**src/rtl/stream_beat_packer_pkg.sv**
```systemverilog
// Shared definitions for the beat packer and the planned beat unpacker.
// Latency: none (types and constant functions only).
// Backpressure: not applicable.
package stream_beat_packer_pkg;

   // FILL collects beats; FULL presents a word downstream (out_valid=1).
   typedef enum logic {
      FILL = 1'b0,
      FULL = 1'b1
   } pack_state_t;

   // Width needed to hold a lane count of 0..ratio.
   function automatic int cnt_width(input int ratio);
      return $clog2(ratio + 1);
   endfunction

   // Bit offset of a lane inside a packed word; lane 0 sits in the LSBs.
   function automatic int lane_offset(input int lane, input int lane_width);
      return lane * lane_width;
   endfunction

endpackage

```
**src/rtl/stream_beat_packer.sv**
```systemverilog
// Valid/ready upsizer: packs RATIO narrow beats into one wide word, flushing early on in_last.
// Latency: word is valid one cycle after its completing beat is accepted.
// Backpressure: in_ready = !out_valid | out_ready; a held word stalls input, a draining word accepts a beat the same cycle.
module stream_beat_packer
   import stream_beat_packer_pkg::*;
#(
   parameter int IN_WIDTH = 8,
   parameter int RATIO    = 4,
   localparam int OUT_WIDTH = IN_WIDTH * RATIO,
   localparam int CNT_W     = cnt_width(RATIO)
) (
   input  logic                 clk,
   input  logic                 resetn,
   output logic                 in_ready,
   input  logic                 in_valid,
   input  logic [IN_WIDTH-1:0]  in_data,
   input  logic                 in_last,
   input  logic                 out_ready,
   output logic                 out_valid,
   output logic [OUT_WIDTH-1:0] out_data,
   output logic                 out_last,
   output logic [CNT_W-1:0]     out_count
);

   generate
      if (RATIO < 2) begin : g_bad_ratio
         $error("stream_beat_packer: RATIO must be >= 2");
      end
   endgenerate

   pack_state_t            state_q, state_d;
   logic [OUT_WIDTH-1:0]   data_q, data_d;
   logic                   last_q, last_d;
   logic [CNT_W-1:0]       count_q, count_d;
   logic [CNT_W-1:0]       idx_q, idx_d;
   logic                   accept;

   // While a word is held, idx is always 0, so a beat accepted during the
   // output transfer naturally starts a fresh word in lane 0.
   assign in_ready  = (state_q == FILL) | out_ready;
   assign accept    = in_valid & in_ready;
   assign out_valid = (state_q == FULL);
   assign out_data  = data_q;
   assign out_last  = last_q;
   assign out_count = count_q;

   // Next-state and datapath: lane write, completion detection, drain.
   always_comb begin
      state_d = state_q;
      data_d  = data_q;
      last_d  = last_q;
      count_d = count_q;
      idx_d   = idx_q;
      if (accept) begin
         // Starting a word clears the upper lanes so partial words read 0 there.
         if (idx_q == '0) begin
            data_d = '0;
         end
         for (int k = 0; k < RATIO; k++) begin
            if (idx_q == CNT_W'(k)) begin
               data_d[lane_offset(k, IN_WIDTH) +: IN_WIDTH] = in_data;
            end
         end
         if ((idx_q == CNT_W'(RATIO - 1)) || in_last) begin
            state_d = FULL;
            count_d = idx_q + CNT_W'(1);
            last_d  = in_last;
            idx_d   = '0;
         end else begin
            state_d = FILL;
            idx_d   = idx_q + CNT_W'(1);
         end
      end else if ((state_q == FULL) && out_ready) begin
         state_d = FILL;
      end
   end

   // State and datapath registers; reset discards any partial word.
   always_ff @(posedge clk or negedge resetn) begin
      if (!resetn) begin
         state_q <= FILL;
         data_q  <= '0;
         last_q  <= 1'b0;
         count_q <= '0;
         idx_q   <= '0;
      end else begin
         state_q <= state_d;
         data_q  <= data_d;
         last_q  <= last_d;
         count_q <= count_d;
         idx_q   <= idx_d;
      end
   end

endmodule

```
**config.mk**
```make
export PLATFORM = sky130hd
export DESIGN_NAME = stream_beat_packer
export DESIGN_NICKNAME = d
export VERILOG_FILES = /design/src/rtl/stream_beat_packer_pkg.sv /design/src/rtl/stream_beat_packer.sv
export SDC_FILE = /design/constraint.sdc
export NUM_CORES = 1
export LEC_CHECK = 0
export CAP_MARGIN = 40
export CORE_ASPECT_RATIO = 0.9
export CORE_MARGIN = 2
export CORE_UTILIZATION = 42
export DETAILED_ROUTE_END_ITERATION = 16
export GPL_TIMING_DRIVEN = 0
export PLACE_DENSITY_LB_ADDON = 0.25
export SLEW_MARGIN = 40
export SYNTH_ARGS = -nofsm -noshare
export SYNTH_HDL_FRONTEND = slang
export SYNTH_SLANG_ARGS = --single-unit
```
**constraint.sdc**
```tcl
create_clock -name clk -period 1.83 [get_ports clk]
set_clock_uncertainty 0.05 [all_clocks]
set_input_delay 0.549 -clock clk [delete_from_list [all_inputs] [get_ports clk]]
set_output_delay 0.549 -clock clk [all_outputs]
set_load 0.05 [all_outputs]
```
# Word level (Yosys, flattened, before mapping)
# Cells that the tools add are included.
# Widths: inputs -> output; s select.
[classes]
addsub = 1
n_eq_ne = 3
n_mux = 9
n_bitwise = 3
reduce_logical = 12
[op_table]
columns = ["cell", "count"]
rows = [
  ["$mux 32", 1],
  ["$mux 8", 4],
  ["$reduce_and 2->1", 5],
  ["$reduce_bool 2->1", 4],
  ["$eq 3x2->1 const B", 2],
  ["$add 3x1->3 const B", 1],
  ["$eq 3x1->1 const B", 1],
  ["$logic_not 3->1", 1],
  ["$mux 1", 3],
  ["$mux 3", 1],
  ["$and 1x1->1", 1],
  ["$logic_and 1x1->1", 1],
  ["$logic_or 1x1->1", 1],
  ["$not 1->1", 1],
  ["$or 1x1->1", 1],
]
[totals]
reg_bits = 40
wordCells = 36

# Depth between registers and ports, before layout
[depth]
word_depth = 4
depth_mapped = 6
depth_no_buf = 5

# Least setup slack after synthesis
# No wires, ideal clock.
[synth_path]
path_kind = "flip-flop to flip-flop"
from = "reg state_q, in the netlist out_valid"
to = "reg data_q[10], in the netlist out_data[10]"
setup_time_ns = 0.079
arrival_ns = 1.637
slack_ns = 0.063
stages_incl_launch_ff = 6
path_buffers = 1
period_less_slack_ns = 1.767
cell_sequence = "dfrtp_1 -> nor2b_2 -> inv_2 -> and3_1 -> buf_2 -> mux2i_1"
[synth_via]
elab_chain_cells = 4
[synth_rtl]
columns = ["item", "line_no", "rtl"]
rows = [
  ["from (decl)", "stream_beat_packer.sv:31", "pack_state_t state_q, state_d;"],
  ["from (signal assigned)", "stream_beat_packer.sv:87", "state_q <= state_d;"],
  ["$not 1->1", "stream_beat_packer.sv:40", "assign in_ready = (state_q == FILL) | out_ready;"],
  ["$or 1x1->1", "stream_beat_packer.sv:40", ""],
  ["via in_ready", "stream_beat_packer.sv:14", "output logic in_ready,"],
  ["$and 1x1->1", "stream_beat_packer.sv:41", "assign accept = in_valid & in_ready;"],
  ["$reduce_and 2->1 (no line)", "--", ""],
  ["to (signal assigned)", "stream_beat_packer.sv:88", "data_q <= data_d;"],
  ["to (decl)", "stream_beat_packer.sv:32", "logic [OUT_WIDTH-1:0] data_q, data_d;"],
]
# The timed path passes the listed nets, and every way through them passes these cells.
# A chain may end at the register's enable or synchronous reset.

# Worst setup path after layout
[layout_path]
from = "in in_last"
to = "reg count_q[1], in the netlist out_count[1]"
[layout_via]
elab_chain_cells = 2
[layout_rtl]
columns = ["item", "line_no", "rtl"]
rows = [
  ["from (decl)", "stream_beat_packer.sv:17", "input logic in_last,"],
  ["$logic_or 1x1->1", "stream_beat_packer.sv:64", "if ((idx_q == CNT_W'(RATIO - 1)) || in_last) begin"],
  ["$reduce_and 2->1 (no line)", "--", ""],
  ["to (signal assigned)", "stream_beat_packer.sv:90", "count_q <= count_d;"],
  ["to (decl)", "stream_beat_packer.sv:34", "logic [CNT_W-1:0] count_q, count_d;"],
]
# Every way passes these cells.

==> summary.md <==
| Metric | Value |
|---|---|
| Status | finished, final reports clean |
| Fin area | 0.00248 mm2 |
| Clock Path Buffers | 2 |
| Largest net degree at the start of global routing | 27 |
| CTS buffer count | 5 |
| Mapped Cells | 147 |
| Via count | between 1000 and 1500 |
| Die Ht | between 60 and 70 um |
| Worst VDD drop | around 0.83 mV |
| Yosys top cell by area | dfrtp_1 |
| Fmax | around 560 MHz |
| Vias/cell | around 5 |
| CTS tree | done |
| Clock Sinks | 40 |
| Post-synth top flop | dfrtp_1 |
| Total Die Area | 0.00474 mm2 |
| Layout Nets | 228 |
| Area Growth Syn to Fin | 40.4% |
| Critical Path End Type | flop |
| Slowest cell delay on critical path | roughly 0.54 ns |
| Standard-cell rows | 22 |
| Slowest cell on crit path | clkdlybuf4s50_1 |
| Most frequent cells in the layout | dfrtp_1, dlygate4sd2_1, inv_1 |
| Mapped Nets | about 170 |
| Post-route DRC | 0 |
| Detailed Route WL | around 3800 um |
| Synth warn | 0 |
| Worst slew margin | 0.570 |
| Vias in the first global route | 1316 |
| Static Leak | roughly 1.3 nW |
| Mean area per synthesized cell | between 10 and 15 um2 |
| GRT overflow | 0 |
| Htree depth | 2 |
| Fraction of layout cells with a size suffix above 1 | 0.186 |
| Fin util | 0.612 |
| Placed inst area | 0.00235 mm2 |
| Post-Syn Area | 0.00176 mm2 |
| I/O pin total | 51 |
| Most common cell after layout, fill and taps aside | dfrtp_1 |
| Clk slew on worst S/H paths | 0.08 ns |
| Startpoint types | input port |
| FFs w/ async S/R, synth | 1.00 |
| # diodes | 0 |
| CTS Hold Bufs | 0 |
| Final Max Tran Viols | 0 |
| Post-synthesis register bit count | 40 |
| Core box area | 0.00405 mm2 |
| Post-synth EDFFs | 0 |
| Hold Crit Class | in -> async |
| Gr usage total | 0.176 |
| Final Hold Viols | 0 |
| Data required, critical path | roughly 2.0 ns |
| Distinct cell type count after synthesis | 26 |
| WS Path Type | in -> reg |
| Final count of negative-setup-slack endpoints | 0 |
| Fin crit share | 0.982 |
| Initial antenna violation count | 0 |
| 1st-pass router iterations | 4 |
| WL/cell | 14.6 um |
| Dpl hpwl | 2870 um |
| DRT antenna net count | 0 |
| Initial core utilization | 0.436 |
| Synth top area cells | dfrtp_1, mux2i_1, mux2_2 |
| RSZ-0062 raised after global routing | false |
| Top-area cell type share of the netlist area | 0.567 |
| Buffers on Ports | 50 |
| Number of max-cap violations | 0 |
| Slew @ Worst Pin | 0.641 ns |
| Pwr per Cell Area | 1780 mW/mm2 |
| Tmin final | between 1.5 and 2 ns |
| Worst-path maximum fanout | 5 |
| Cell breakdown of the critical path | clkdlybuf4s50_1 -> nor2_1 -> or3_4 -> buf_6 -> mux2_4 |
| Worst skew pair latency | between 0.2 and 0.3 ns |
| First-pass GRT wire length | ~6300 um |
| RePlAce Congestion | roughly 0.85 |
| FF-to-FF path depth | 6 |
| Sequential cell area fraction in the yosys report | 0.567 |
| WP data arrival | 1.93 ns |
| Drt initial violations | 74 |
| Die width | 72.3 um |
| Clk root buf | clkbuf_8 |
-- layer usage --
metal	vias to the layer above	routed length, um	global-route usage
met5	-	0	0
met4	0	34	0.0637
met3	5	218	0.0414
met2	35	1910	0.302
met1	642	1600	0.215
li1	610	-	-
-- timing repair --
| item | in CTS | in global routing |
|---|---|---|
| setup endpoints to repair | 40 | 14 |
| setup buffers | 1 | 3 |
| resized for setup | 45 | 19 |
| gates cloned | 0 | 0 |
-- final cells by class --
class / count / area, um2
fill: 341 / 1570
tap: 48 / 60.1
timing repair buffer: 55 / 512
sequential: 40 / 1000
clock buffer: 5 / 68.8
multi-input combinational: 79 / 666
buffer: 6 / 35.0
clock inverter: 3 / 47.5
inverter: 22 / 85.1
-- cells by family after synthesis --
kind of cell | Yosys count | share of synthesized area
mux | 28 | 0.171
simple gates | 30 | 0.0851
fa+ha+maj | 6 | 0.0426
flops | 40 | 0.567
buf+inv | 28 | 0.0652
compound gates | 15 | 0.0688
-- sequential cells by signal, indices dropped and copies added (netlist names) --
| signal | cells |
|---|---|
| idx_q | 3 |
| out_last | 1 |
| out_valid | 1 |
| out_count | 3 |
| out_data | 32 |
-- report_power, final --
part	internal [mW]	total (mW)	switching, mW	leakage, nW
Sequential	1.20	1.38	0.179	0.520
Combinational	0.728	2.31	1.58	0.674
Clock	0.410	0.728	0.318	0.0583
Total	2.34	4.41	2.07	1.25
-- worst max-delay path: cells and delay by family --
kind,cells,cell delay (ns)
buf+inv,2,0.68
simple gates,2,0.41
mux,1,0.29
-- final timing paths --
check | start | endpoint | slack, ns
setup / recovery | in_last | out_count[1]$_DFFE_PN0P_ | 0.03
hold / removal | resetn | out_data[24]$_DFFE_PN0P_ | 0.12
setup reg to reg | idx_q[0]$_DFFE_PN0P_ | out_count[1]$_DFFE_PN0P_ | 0.09
hold reg to reg | out_last$_DFFE_PN0P_ | out_last$_DFFE_PN0P_ | 0.46
max in group asynchronous | resetn | out_data[9]$_DFFE_PN0P_ | 1.17
min in group clk | out_last$_DFFE_PN0P_ | out_last$_DFFE_PN0P_ | 0.46
-- synthesized netlist by cell type, types with 2 or more instances --
library cell,number
buf_2,2
nand2_1,19
buf_1,2
nor2b_1,3
inv_2,2
mux2i_1,17
ha_1,6
and3_1,2
inv_1,20
mux2_2,9
dfrtp_1,40
o21ai_0,3
mux2_4,2
a22o_1,8
-- stage by stage --
| stage | hold slack (ns) | setup TNS, ns | total power [mW] | cells | setup WS, ns |
|---|---|---|---|---|---|
| floorplan | 0.203 | 0 | 3.03 | 147 | 0.0633 |
| global placement | 0.432 | -36.10 | 3.80 | 245 | -0.795 |
| detailed placement | 0.443 | -8.45 | 3.87 | 246 | -0.795 |
| CTS | 0.118 | -0.234 | 4.40 | 255 | -0.234 |
| global route | 0.124 | 0 | 4.66 | 258 | 0.00381 |
| finish | 0.115 | 0 | 4.41 | 258 | 0.0324 |
(Power assumes the default switching activity.)
